[src/rtl/mips_multicycle_ctrl_pkg.sv]
// Shared encodings for the multicycle MIPS-32 control path: opcodes, funct codes,
// ALU operation codes, mux select encodings and the control FSM states.
package mips_multicycle_ctrl_pkg;

    localparam logic [5:0] OP_RTYPE = 6'b000000;
    localparam logic [5:0] OP_LW    = 6'b100011;
    localparam logic [5:0] OP_SW    = 6'b101011;
    localparam logic [5:0] OP_BEQ   = 6'b000100;
    localparam logic [5:0] OP_ADDI  = 6'b001000;
    localparam logic [5:0] OP_J     = 6'b000010;

    localparam logic [5:0] FN_ADD = 6'b100000;
    localparam logic [5:0] FN_SUB = 6'b100010;
    localparam logic [5:0] FN_AND = 6'b100100;
    localparam logic [5:0] FN_OR  = 6'b100101;
    localparam logic [5:0] FN_SLT = 6'b101010;

    localparam logic [2:0] ALU_AND = 3'b000;
    localparam logic [2:0] ALU_OR  = 3'b001;
    localparam logic [2:0] ALU_ADD = 3'b010;
    localparam logic [2:0] ALU_SUB = 3'b110;
    localparam logic [2:0] ALU_SLT = 3'b111;

    localparam logic [1:0] SRCB_REG     = 2'b00;
    localparam logic [1:0] SRCB_FOUR    = 2'b01;
    localparam logic [1:0] SRCB_IMM     = 2'b10;
    localparam logic [1:0] SRCB_IMM_SH2 = 2'b11;

    localparam logic [1:0] PCSRC_ALU    = 2'b00;
    localparam logic [1:0] PCSRC_ALUOUT = 2'b01;
    localparam logic [1:0] PCSRC_JUMP   = 2'b10;

    typedef enum logic [3:0] {
        S_FETCH   = 4'd0,
        S_DECODE  = 4'd1,
        S_MEMADR  = 4'd2,
        S_MEMRD   = 4'd3,
        S_MEMWB   = 4'd4,
        S_MEMWR   = 4'd5,
        S_EXECUTE = 4'd6,
        S_ALUWB   = 4'd7,
        S_BRANCH  = 4'd8,
        S_ADDIEX  = 4'd9,
        S_ADDIWB  = 4'd10,
        S_JUMP    = 4'd11,
        S_TRAP    = 4'd12
    } state_t;

    typedef struct packed {
        logic       pc_write;
        logic       branch;
        logic       iord;
        logic       ir_write;
        logic       mem_read;
        logic       mem_write;
        logic       reg_write;
        logic       reg_dst;
        logic       mem_to_reg;
        logic       alu_src_a;
        logic [1:0] alu_src_b;
        logic [1:0] pc_src;
        logic [2:0] alu_control;
        logic       instr_done;
        logic       trap;
    } ctrl_t;

    // States in which the FSM stalls on the memory handshake.
    function automatic logic is_wait_state(input state_t s);
        return (s == S_FETCH) || (s == S_MEMRD) || (s == S_MEMWR);
    endfunction

endpackage

[src/rtl/mips_multicycle_ctrl_if.sv]
// Control/status bundle between the multicycle control FSM (master) and the datapath (slave).
interface mips_multicycle_ctrl_if;
    logic [5:0] opcode;
    logic [5:0] funct;
    logic       zero;
    logic       mem_ready;
    logic       pc_en;
    logic       iord;
    logic       ir_write;
    logic       mem_read;
    logic       mem_write;
    logic       reg_write;
    logic       reg_dst;
    logic       mem_to_reg;
    logic       alu_src_a;
    logic [1:0] alu_src_b;
    logic [1:0] pc_src;
    logic [2:0] alu_control;
    logic       instr_done;
    logic       trap;

    modport master (
        input  opcode, funct, zero, mem_ready,
        output pc_en, iord, ir_write, mem_read, mem_write, reg_write, reg_dst,
               mem_to_reg, alu_src_a, alu_src_b, pc_src, alu_control, instr_done, trap
    );

    modport slave (
        output opcode, funct, zero, mem_ready,
        input  pc_en, iord, ir_write, mem_read, mem_write, reg_write, reg_dst,
               mem_to_reg, alu_src_a, alu_src_b, pc_src, alu_control, instr_done, trap
    );
endinterface

[src/rtl/mips_multicycle_ctrl_alu_decoder.sv]
// R-type funct to ALU operation decoder; shared with the single-cycle control unit.
module mips_multicycle_ctrl_alu_decoder
    import mips_multicycle_ctrl_pkg::*;
(
    input  logic [5:0] funct,
    output logic [2:0] alu_control,
    output logic       illegal
);

    // Unsupported funct codes fall back to add and raise illegal.
    always_comb begin
        alu_control = ALU_ADD;
        illegal     = 1'b0;
        case (funct)
            FN_ADD:  alu_control = ALU_ADD;
            FN_SUB:  alu_control = ALU_SUB;
            FN_AND:  alu_control = ALU_AND;
            FN_OR:   alu_control = ALU_OR;
            FN_SLT:  alu_control = ALU_SLT;
            default: illegal     = 1'b1;
        endcase
    end

endmodule

[src/rtl/mips_multicycle_ctrl.sv]
// Main control FSM of the multicycle MIPS-32 core: sequences the shared ALU, the unified
// memory and the register file, with a mem_ready handshake and a timeout trap.
module mips_multicycle_ctrl
    import mips_multicycle_ctrl_pkg::*;
#(
    parameter int MEM_TIMEOUT = 16,
    parameter int TO_W        = 5
) (
    input  logic                  clk,
    input  logic                  rst,
    mips_multicycle_ctrl_if.master bus
);

    localparam logic [TO_W-1:0] TO_LAST = TO_W'(MEM_TIMEOUT - 1);

    state_t          state_r;
    logic [TO_W-1:0] to_cnt_r;
    logic [2:0]      fn_alu_s;
    logic            fn_illegal_s;
    logic            timeout_s;
    ctrl_t           ctrl_s;
    ctrl_t           ctrl_gated_s;

    mips_multicycle_ctrl_alu_decoder u_alu_decoder (
        .funct       (bus.funct),
        .alu_control (fn_alu_s),
        .illegal     (fn_illegal_s)
    );

    assign timeout_s = (MEM_TIMEOUT != 0) && !bus.mem_ready && (to_cnt_r == TO_LAST);

    // State register and wait counter; the counter only accumulates consecutive stalled cycles.
    always_ff @(posedge clk) begin
        if (!rst) begin
            state_r  <= S_FETCH;
            to_cnt_r <= '0;
        end else begin
            if (is_wait_state(state_r) && !bus.mem_ready) begin
                to_cnt_r <= to_cnt_r + TO_W'(1);
            end else begin
                to_cnt_r <= '0;
            end
            case (state_r)
                S_FETCH: begin
                    if (bus.mem_ready)  state_r <= S_DECODE;
                    else if (timeout_s) state_r <= S_TRAP;
                    else                state_r <= S_FETCH;
                end
                S_DECODE: begin
                    case (bus.opcode)
                        OP_LW, OP_SW: state_r <= S_MEMADR;
                        OP_RTYPE:     state_r <= S_EXECUTE;
                        OP_BEQ:       state_r <= S_BRANCH;
                        OP_ADDI:      state_r <= S_ADDIEX;
                        OP_J:         state_r <= S_JUMP;
                        default:      state_r <= S_TRAP;
                    endcase
                end
                S_MEMADR: begin
                    if (bus.opcode == OP_LW) state_r <= S_MEMRD;
                    else                     state_r <= S_MEMWR;
                end
                S_MEMRD: begin
                    if (bus.mem_ready)  state_r <= S_MEMWB;
                    else if (timeout_s) state_r <= S_TRAP;
                    else                state_r <= S_MEMRD;
                end
                S_MEMWR: begin
                    if (bus.mem_ready)  state_r <= S_FETCH;
                    else if (timeout_s) state_r <= S_TRAP;
                    else                state_r <= S_MEMWR;
                end
                S_EXECUTE: begin
                    if (fn_illegal_s) state_r <= S_TRAP;
                    else              state_r <= S_ALUWB;
                end
                S_ADDIEX:                          state_r <= S_ADDIWB;
                S_MEMWB, S_ALUWB, S_BRANCH,
                S_ADDIWB, S_JUMP:                  state_r <= S_FETCH;
                S_TRAP:                            state_r <= S_TRAP;
                default:                           state_r <= S_TRAP;
            endcase
        end
    end

    // Per-state control word; FETCH loads IR/PC only on the cycle memory completes.
    always_comb begin
        ctrl_s             = '0;
        ctrl_s.alu_control = ALU_ADD;
        case (state_r)
            S_FETCH: begin
                ctrl_s.mem_read  = 1'b1;
                ctrl_s.alu_src_b = SRCB_FOUR;
                ctrl_s.ir_write  = bus.mem_ready;
                ctrl_s.pc_write  = bus.mem_ready;
            end
            S_DECODE:  ctrl_s.alu_src_b = SRCB_IMM_SH2;
            S_MEMADR: begin
                ctrl_s.alu_src_a = 1'b1;
                ctrl_s.alu_src_b = SRCB_IMM;
            end
            S_MEMRD: begin
                ctrl_s.mem_read = 1'b1;
                ctrl_s.iord     = 1'b1;
            end
            S_MEMWB: begin
                ctrl_s.reg_write  = 1'b1;
                ctrl_s.mem_to_reg = 1'b1;
                ctrl_s.instr_done = 1'b1;
            end
            S_MEMWR: begin
                ctrl_s.mem_write  = 1'b1;
                ctrl_s.iord       = 1'b1;
                ctrl_s.instr_done = bus.mem_ready;
            end
            S_EXECUTE: begin
                ctrl_s.alu_src_a   = 1'b1;
                ctrl_s.alu_src_b   = SRCB_REG;
                ctrl_s.alu_control = fn_alu_s;
            end
            S_ALUWB: begin
                ctrl_s.reg_write  = 1'b1;
                ctrl_s.reg_dst    = 1'b1;
                ctrl_s.instr_done = 1'b1;
            end
            S_BRANCH: begin
                ctrl_s.alu_src_a   = 1'b1;
                ctrl_s.alu_src_b   = SRCB_REG;
                ctrl_s.alu_control = ALU_SUB;
                ctrl_s.pc_src      = PCSRC_ALUOUT;
                ctrl_s.branch      = 1'b1;
                ctrl_s.instr_done  = 1'b1;
            end
            S_ADDIEX: begin
                ctrl_s.alu_src_a = 1'b1;
                ctrl_s.alu_src_b = SRCB_IMM;
            end
            S_ADDIWB: begin
                ctrl_s.reg_write  = 1'b1;
                ctrl_s.instr_done = 1'b1;
            end
            S_JUMP: begin
                ctrl_s.pc_src     = PCSRC_JUMP;
                ctrl_s.pc_write   = 1'b1;
                ctrl_s.instr_done = 1'b1;
            end
            S_TRAP:  ctrl_s.trap = 1'b1;
            default: ctrl_s.trap = 1'b1;
        endcase
    end

    // Everything is forced low while reset is held so an abandoned instruction writes nothing.
    always_comb begin
        if (rst) begin
            ctrl_gated_s = ctrl_s;
        end else begin
            ctrl_gated_s = '0;
        end
    end

    assign bus.pc_en       = ctrl_gated_s.pc_write | (ctrl_gated_s.branch & bus.zero);
    assign bus.iord        = ctrl_gated_s.iord;
    assign bus.ir_write    = ctrl_gated_s.ir_write;
    assign bus.mem_read    = ctrl_gated_s.mem_read;
    assign bus.mem_write   = ctrl_gated_s.mem_write;
    assign bus.reg_write   = ctrl_gated_s.reg_write;
    assign bus.reg_dst     = ctrl_gated_s.reg_dst;
    assign bus.mem_to_reg  = ctrl_gated_s.mem_to_reg;
    assign bus.alu_src_a   = ctrl_gated_s.alu_src_a;
    assign bus.alu_src_b   = ctrl_gated_s.alu_src_b;
    assign bus.pc_src      = ctrl_gated_s.pc_src;
    assign bus.alu_control = ctrl_gated_s.alu_control;
    assign bus.instr_done  = ctrl_gated_s.instr_done;
    assign bus.trap        = ctrl_gated_s.trap;

endmodule

[src/flat_wrapper.sv]
// flat-port wrapper written by rule: the top's interface ports become plain ports
module mips_multicycle_ctrl_flat import mips_multicycle_ctrl_pkg::*;
#(
    parameter int MEM_TIMEOUT = 16,
    parameter int TO_W        = 5
)
  (clk, rst, bus_opcode, bus_funct, bus_zero, bus_mem_ready, bus_pc_en, bus_iord, bus_ir_write, bus_mem_read, bus_mem_write, bus_reg_write, bus_reg_dst, bus_mem_to_reg, bus_alu_src_a, bus_alu_src_b, bus_pc_src, bus_alu_control, bus_instr_done, bus_trap);
  mips_multicycle_ctrl_if bus_i ();
  input  logic clk;
  input  logic rst;
  input wire logic [$bits(bus_i.opcode)-1:0] bus_opcode;
  input wire logic [$bits(bus_i.funct)-1:0] bus_funct;
  input wire logic [$bits(bus_i.zero)-1:0] bus_zero;
  input wire logic [$bits(bus_i.mem_ready)-1:0] bus_mem_ready;
  output wire logic [$bits(bus_i.pc_en)-1:0] bus_pc_en;
  output wire logic [$bits(bus_i.iord)-1:0] bus_iord;
  output wire logic [$bits(bus_i.ir_write)-1:0] bus_ir_write;
  output wire logic [$bits(bus_i.mem_read)-1:0] bus_mem_read;
  output wire logic [$bits(bus_i.mem_write)-1:0] bus_mem_write;
  output wire logic [$bits(bus_i.reg_write)-1:0] bus_reg_write;
  output wire logic [$bits(bus_i.reg_dst)-1:0] bus_reg_dst;
  output wire logic [$bits(bus_i.mem_to_reg)-1:0] bus_mem_to_reg;
  output wire logic [$bits(bus_i.alu_src_a)-1:0] bus_alu_src_a;
  output wire logic [$bits(bus_i.alu_src_b)-1:0] bus_alu_src_b;
  output wire logic [$bits(bus_i.pc_src)-1:0] bus_pc_src;
  output wire logic [$bits(bus_i.alu_control)-1:0] bus_alu_control;
  output wire logic [$bits(bus_i.instr_done)-1:0] bus_instr_done;
  output wire logic [$bits(bus_i.trap)-1:0] bus_trap;
  assign bus_i.opcode = bus_opcode;
  assign bus_i.funct = bus_funct;
  assign bus_i.zero = bus_zero;
  assign bus_i.mem_ready = bus_mem_ready;
  assign bus_pc_en = bus_i.pc_en;
  assign bus_iord = bus_i.iord;
  assign bus_ir_write = bus_i.ir_write;
  assign bus_mem_read = bus_i.mem_read;
  assign bus_mem_write = bus_i.mem_write;
  assign bus_reg_write = bus_i.reg_write;
  assign bus_reg_dst = bus_i.reg_dst;
  assign bus_mem_to_reg = bus_i.mem_to_reg;
  assign bus_alu_src_a = bus_i.alu_src_a;
  assign bus_alu_src_b = bus_i.alu_src_b;
  assign bus_pc_src = bus_i.pc_src;
  assign bus_alu_control = bus_i.alu_control;
  assign bus_instr_done = bus_i.instr_done;
  assign bus_trap = bus_i.trap;
  mips_multicycle_ctrl #(.MEM_TIMEOUT(MEM_TIMEOUT), .TO_W(TO_W)) u_core (.clk(clk), .rst(rst), .bus(bus_i));
endmodule
[config.mk]
export PLATFORM = sky130hd
export DESIGN_NAME = mips_multicycle_ctrl_flat
export DESIGN_NICKNAME = d
export VERILOG_FILES = /design/src/rtl/mips_multicycle_ctrl_pkg.sv /design/src/rtl/mips_multicycle_ctrl_if.sv /design/src/rtl/mips_multicycle_ctrl_alu_decoder.sv /design/src/rtl/mips_multicycle_ctrl.sv /design/src/flat_wrapper.sv
export SDC_FILE = /design/constraint.sdc
export NUM_CORES = 1
export LEC_CHECK = 0
export CELL_PAD_IN_SITES_DETAIL_PLACEMENT = 1
export CELL_PAD_IN_SITES_GLOBAL_PLACEMENT = 1
export CORE_ASPECT_RATIO = 1.2
export CORE_MARGIN = 2
export CORE_UTILIZATION = 33
export DETAILED_ROUTE_END_ITERATION = 10
export PLACE_DENSITY_LB_ADDON = 0.1
export REMOVE_ABC_BUFFERS = 1
export SYNTH_ARGS = -nofsm -noshare
export SYNTH_HDL_FRONTEND = slang
export SYNTH_SLANG_ARGS = --single-unit
[constraint.sdc]
create_clock -name clk -period 2.5 [get_ports clk]
set_input_delay 0.25 -clock clk [delete_from_list [all_inputs] [get_ports clk]]
set_output_delay 0.25 -clock clk [all_outputs]
set_load 0.1 [all_outputs]
Word level (Yosys, flattened, before mapping)
Cells that the tools add are included.
{"block": "totals", "reg_bits": 9, "inputBits": 16, "out_inout_bits": 18, "elab_cells": 71}
{"block": "op_classes", "addsub": 1, "eq_ne": 22, "mux": 27, "bitwise": 2, "reduce_logical": 17}
{"op": "$eq A6 B6 Y1 const B", "n": 7}
{"op": "$pmux W4 S8", "n": 1}
{"op": "$mux W4", "n": 7}
{"op": "$pmux W4 S5", "n": 1}
{"op": "$mux W19", "n": 1}
{"op": "$eq A4 B3 Y1 const B", "n": 4}
{"op": "$eq A4 B4 Y1 const B", "n": 4}
{"op": "$pmux W3 S4", "n": 1}
{"op": "$reduce_or A12 Y1", "n": 1}
{"op": "$mux W1", "n": 10}
{"op": "$reduce_or A5 Y1", "n": 2}
{"op": "$eq A4 B2 Y1 const B", "n": 2}
{"op": "$reduce_or A2 Y1", "n": 4}
{"op": "$eq A6 B2 Y1 const B", "n": 1}
{"op": "$eq A6 B3 Y1 const B", "n": 1}
{"op": "$eq A6 B4 Y1 const B", "n": 1}
{"op": "$logic_not A6 Y1", "n": 1}
{"op": "$pmux W2 S3", "n": 1}
{"op": "$pmux W3 S2", "n": 1}
{"op": "$add A5 B1 Y5 const B", "n": 1}
{"op": "$eq A5 B4 Y1 const B", "n": 1}
{"op": "$eq A4 B1 Y1 const B", "n": 1}
{"op": "$logic_not A4 Y1", "n": 1}
{"op": "$pmux W1 S2", "n": 2}
{"op": "10 further kinds", "n": 12}

Longest topological paths before layout
{"block": "logic_depth", "word_depth": 6, "mapped_depth": 7, "mapped_depth_nobuf": 7}

Cells and area by module
A second synthesis with hierarchy kept.
{"block": "unflattened", "cells_unflattened": 131, "area_unflattened_um2": 967.2}
{"module": "mips_multicycle_ctrl", "n_inst": 1, "cells_each": 121, "area_each_um2": 883.3, "seq_area_each_um2": 180.2}
{"module": "mips_multicycle_ctrl_alu_decoder", "n_inst": 1, "cells_each": 10, "area_each_um2": 83.8, "seq_area_each_um2": 0.0}

Worst setup path after synthesis
No wires, ideal clock.
{"block": "synth_path", "path_type": "register to output", "start": "register u_core.state_r[2]", "end": "output port bus_instr_done", "t_arrival_ns": 3.951, "path_slack_ns": -1.701, "stages_incl_launch_ff": 5, "path_buffers": 2, "path_cell_list": "dfxtp_1 buf_4 clkbuf_1 a21oi_1 nor4b_1"}
{"block": "synth_between", "elab_chain_cells": 4, "word_cells_on_any_way": 9, "classes_between": "eq/ne: 6; mux: 2; reduce/logical: 1"}
{"element": "start: declaration", "line": "mips_multicycle_ctrl.sv:16", "rtl": "state_t state_r;"}
{"element": "start signal: assignment", "line": "mips_multicycle_ctrl.sv:35", "rtl": "state_r <= S_FETCH;"}
{"element": "start signal: assignment", "line": "mips_multicycle_ctrl.sv:45", "rtl": "if (bus.mem_ready) state_r <= S_DECODE;"}
{"element": "start signal: assignment", "line": "mips_multicycle_ctrl.sv:46", "rtl": "else if (timeout_s) state_r <= S_TRAP;"}
{"element": "$eq A4 B3 Y1 or $eq A4 B4 Y1 (tied branches)", "line": "mips_multicycle_ctrl.sv:90", "rtl": "case (state_r)"}
{"element": "$reduce_or A5 Y1 (no source line)"}
{"element": "$pmux W1 S2 (*)", "line": "mips_multicycle_ctrl.sv:90"}
{"element": "$mux W19 (*)", "line": "mips_multicycle_ctrl.sv:154", "rtl": "if (rst) begin"}
{"element": "end: declaration", "line": "flat_wrapper.sv:27", "rtl": "output wire logic [$bits(bus_i.instr_done)-1:0] bus_instr_done;"}
Mark *: on every way between the ends. The rest lies on a longest branch, timed or not.

Worst setup path in the final report
{"block": "layout_path", "start": "register u_core.state_r[1]", "end": "output port bus_alu_control[2]"}
{"block": "layout_between", "elab_chain_cells": 3, "word_cells_on_any_way": 4, "classes_between": "eq/ne: 2; mux: 2"}
{"element": "$eq A4 B4 Y1 or $eq A4 B3 Y1 (tied branches)", "line": "mips_multicycle_ctrl.sv:90"}
{"element": "$pmux W3 S2 (*)", "line": "mips_multicycle_ctrl.sv:90"}
{"element": "$mux W19 (*)", "line": "mips_multicycle_ctrl.sv:154"}
{"element": "end: declaration", "line": "flat_wrapper.sv:26", "rtl": "output wire logic [$bits(bus_i.alu_control)-1:0] bus_alu_control;"}
Marked as above.

==> results.cfg <==
[die]
die_w_um = 52.7
fp.dieH_um = 62.5
ios = 34
initial_utilization = 0.341
row_count = 21
die-area_um2 = 3290
core_um2 = 2760

[setup_path]
r2r-end = u_core.state_r[2]
crit_family = simple AND/OR/NAND/NOR gates
criticalPathCategory = register to output port
critPathRequiredTime_ns = 2.25
slowest_stage = dfxtp_1
cp.depth = 5
cp_cell_sequence = nor2b_1 > and3_1 > a22oi_1 > nor2_1 > buf_12
r2r_start = u_core.to_cnt_r[0]
critPathMaxStageDelay_ns = 0.68
crit_fanout = 18
reg2regPathDepth = 7
crit_path_end_kind = output port
cp_data_arrival_time_ns = 2.07
worst-path-buf-inv = 1
reg2reg_slack_ns = 0.66
critPathLaunchType = register

[logic_synthesis]
synth_seq_cells = 9
async_reset_ff_frac = 0
synth-main-ff-cell = dfxtp_1
yosysUniqueCellTypes = 48
syn_area_per_cell_um2 = 7.12
yosys_warnings = 0
synth_edf_count = 0
netlist_area_um2 = 940
synth-seq-area-share = 0.192
synthCells = 132

[timing]
setup_ws_ns = 0.176
hold_slack_ns = 0.468
finalCritPeriodShare = 0.929
fmax_mhz = 430
report.final.hold_viol_count = 0
slew_violations = 0
relSlewSlack = 0.621
worst_pin_slew_ns = 0.567
final.setup_skew_ns = 0.00960
layout_min_cycle_time_ns = 2.32
setup_viol = 0
rsz0062_at_grt = false

[global_route]
antenna_found_initial = 0
gr-total-overflow = 0
grt_pass1_wl_mm = 5.21
first_global_vias = 1160
grt_use_total = 0.203
grt_max_degree = 22

[routing]
finalWirelength_mm = 3.06
wl_per_cell_um = 15.3
drtPass1Iterations = 4
via_per_inst = 5.59
drc_errors = 0
drt_iter0_drc = 36
num_vias = 1118
ant_nets = 0

[placement]
port_buffers = 33
pre_cts_ws_ns = 0.503
hpwl_mm = 2.42
gp_congestion = 0.851

[power]
p_int_mw = 0.379
p_seq_frac = 0.236
p_clk_frac = 0.162
switching_share = 0.476
ir_drop_v = 0.000224
cellPowerDensity_nw_per_um2 = 478
switchingPower_mw = 0.345
pwr-share-comb = 0.602
power.leakage_nw = 0.554

[min_path]
holdPathStages = 1
hold_path_class = register to register
min_from = u_core.to_cnt_r[0]
min_to = u_core.to_cnt_r[0]

[cts]
cts_inserted_buffers = 3
post_cts_resized = 0
cts_sinks = 9
cts_hold_buffers = 0
clockBufferDepth = 2
path_clk_slew_ns = 0.07
htreeDepth = 1
cts_setup_buffers = 0
cts-root-buf = clkbuf_4
cts_tree = yes
clock_latency_ns = 0.27

[layout]
final_cell_mix = 18 x buf_12, 15 x nor2_1, 15 x clkdlybuf4s50_1
diodes = 0
layout-drive-gt1-share = 0.199
fillerInstances = 341
areaGrowthSynthToFinish_pct = 61.1
nets = 185
final_common_cell = buf_12

[run]
maxCapViolations = 0

[run_status]
status = completed
state kept, by name (all words and copies together), names as in the netlist:
register / cells
u_core.to_cnt_r: 5
u_core.state_r: 4
cells in the mapped netlist, drive strengths merged (2+ instances only):
library cell,count,area [um^2]
ha,2,25.0
or3b,2,20.0
a21oi,11,58.8
nor3b,3,22.5
nand3,4,25.0
nor2,15,56.3
o22ai,3,18.8
nor2b,5,31.3
xor2,2,17.5
nor4b,2,17.5
nand2b,4,25.0
xnor2,2,17.5
or4,2,15.0
a221oi,2,17.5
inv,4,15.0
or2,2,12.5
a211oi,2,15.0
nand2,13,48.8
nor3,6,30.0
o311a,2,20.0
or3,4,25.0
clkbuf,2,7.51
buf,6,35.0
dfxtp,9,180
mux2i,2,20.0
a21bo,2,20.0
a22oi,2,15.0
and3,3,18.8
worst max path at each step:
| stage | slack, ns | startpoint | end |
|---|---|---|---|
| floorplan | -1.77 | u_core.state_r[1] | bus_instr_done |
| global placement | 0.50 | bus_opcode[3] | u_core.state_r[2] |
| detailed placement | 0.50 | u_core.state_r[1] | bus_alu_control[2] |
| CTS | 0.18 | u_core.state_r[1] | bus_alu_control[2] |
| global route | 0.02 | u_core.state_r[1] | bus_alu_control[2] |
| finish | 0.18 | u_core.state_r[1] | bus_alu_control[2] |
metrics by stage:
step	instance area [um^2]	util	total power [mW]	TNS [ns]	instances
2_1_floorplan	897	-	0.431	-6.68	124
3_3_place_gp	1490	0.539	0.605	0	196
3_5_place_dp	1490	0.539	0.609	0	196
4_1_cts	1510	0.549	0.726	0	200
5_1_grt	1510	0.549	0.756	0	200
6_report	1510	0.549	0.724	0	200
power groups by stage:
stage | sequential, mW | clock, mW | combinational, mW
detailed placement | 0.173 | 0 | 0.435
global placement | 0.173 | 0 | 0.431
floorplan | 0.179 | 0 | 0.252
finish | 0.171 | 0.117 | 0.436
global route | 0.172 | 0.126 | 0.458
CTS | 0.170 | 0.119 | 0.437
kinds of logic (layout without fill, tap and decap cells):
logic type	after synthesis	count (layout)	synth area share
simple gates	71	71	0.418
compound gates	30	30	0.228
buf+inv	13	47	0.0652
flops	9	9	0.192
xor+xnor	4	4	0.0373
mux	3	3	0.0333
fa+ha+maj	2	2	0.0266
per-layer routing:
layer / part of all wire / vias up / GRT usage
met2: 0.52 / 32 / 0.350
met5: 0 / - / 0
met1: 0.43 / 524 / 0.254
met4: 0.021 / 0 / 0.0769
li1: - / 554 / -
met3: 0.028 / 8 / 0.0167
final cells by class:
cell class                      instances  area [um^2]  area share
Multi-Input combinational cell        110          698       0.461
Sequential cell                         9          180       0.119
Clock buffer                            4         26.3      0.0174
Timing Repair Buffer                   38          548       0.362
Tap cell                               34         42.5      0.0281
Inverter                                5         18.8      0.0124
worst register-to-register path, delay by kind of cell (launching register included):
family                   cells  cell delay, ns
AO/OA/AOI/OAI                3            0.53
adder cells (fa/ha/maj)      2            0.44
AND/OR/NAND/NOR              2            0.41
flip-flops                   1            0.33
No activity file was read; power rests on OpenSTA's default activity.
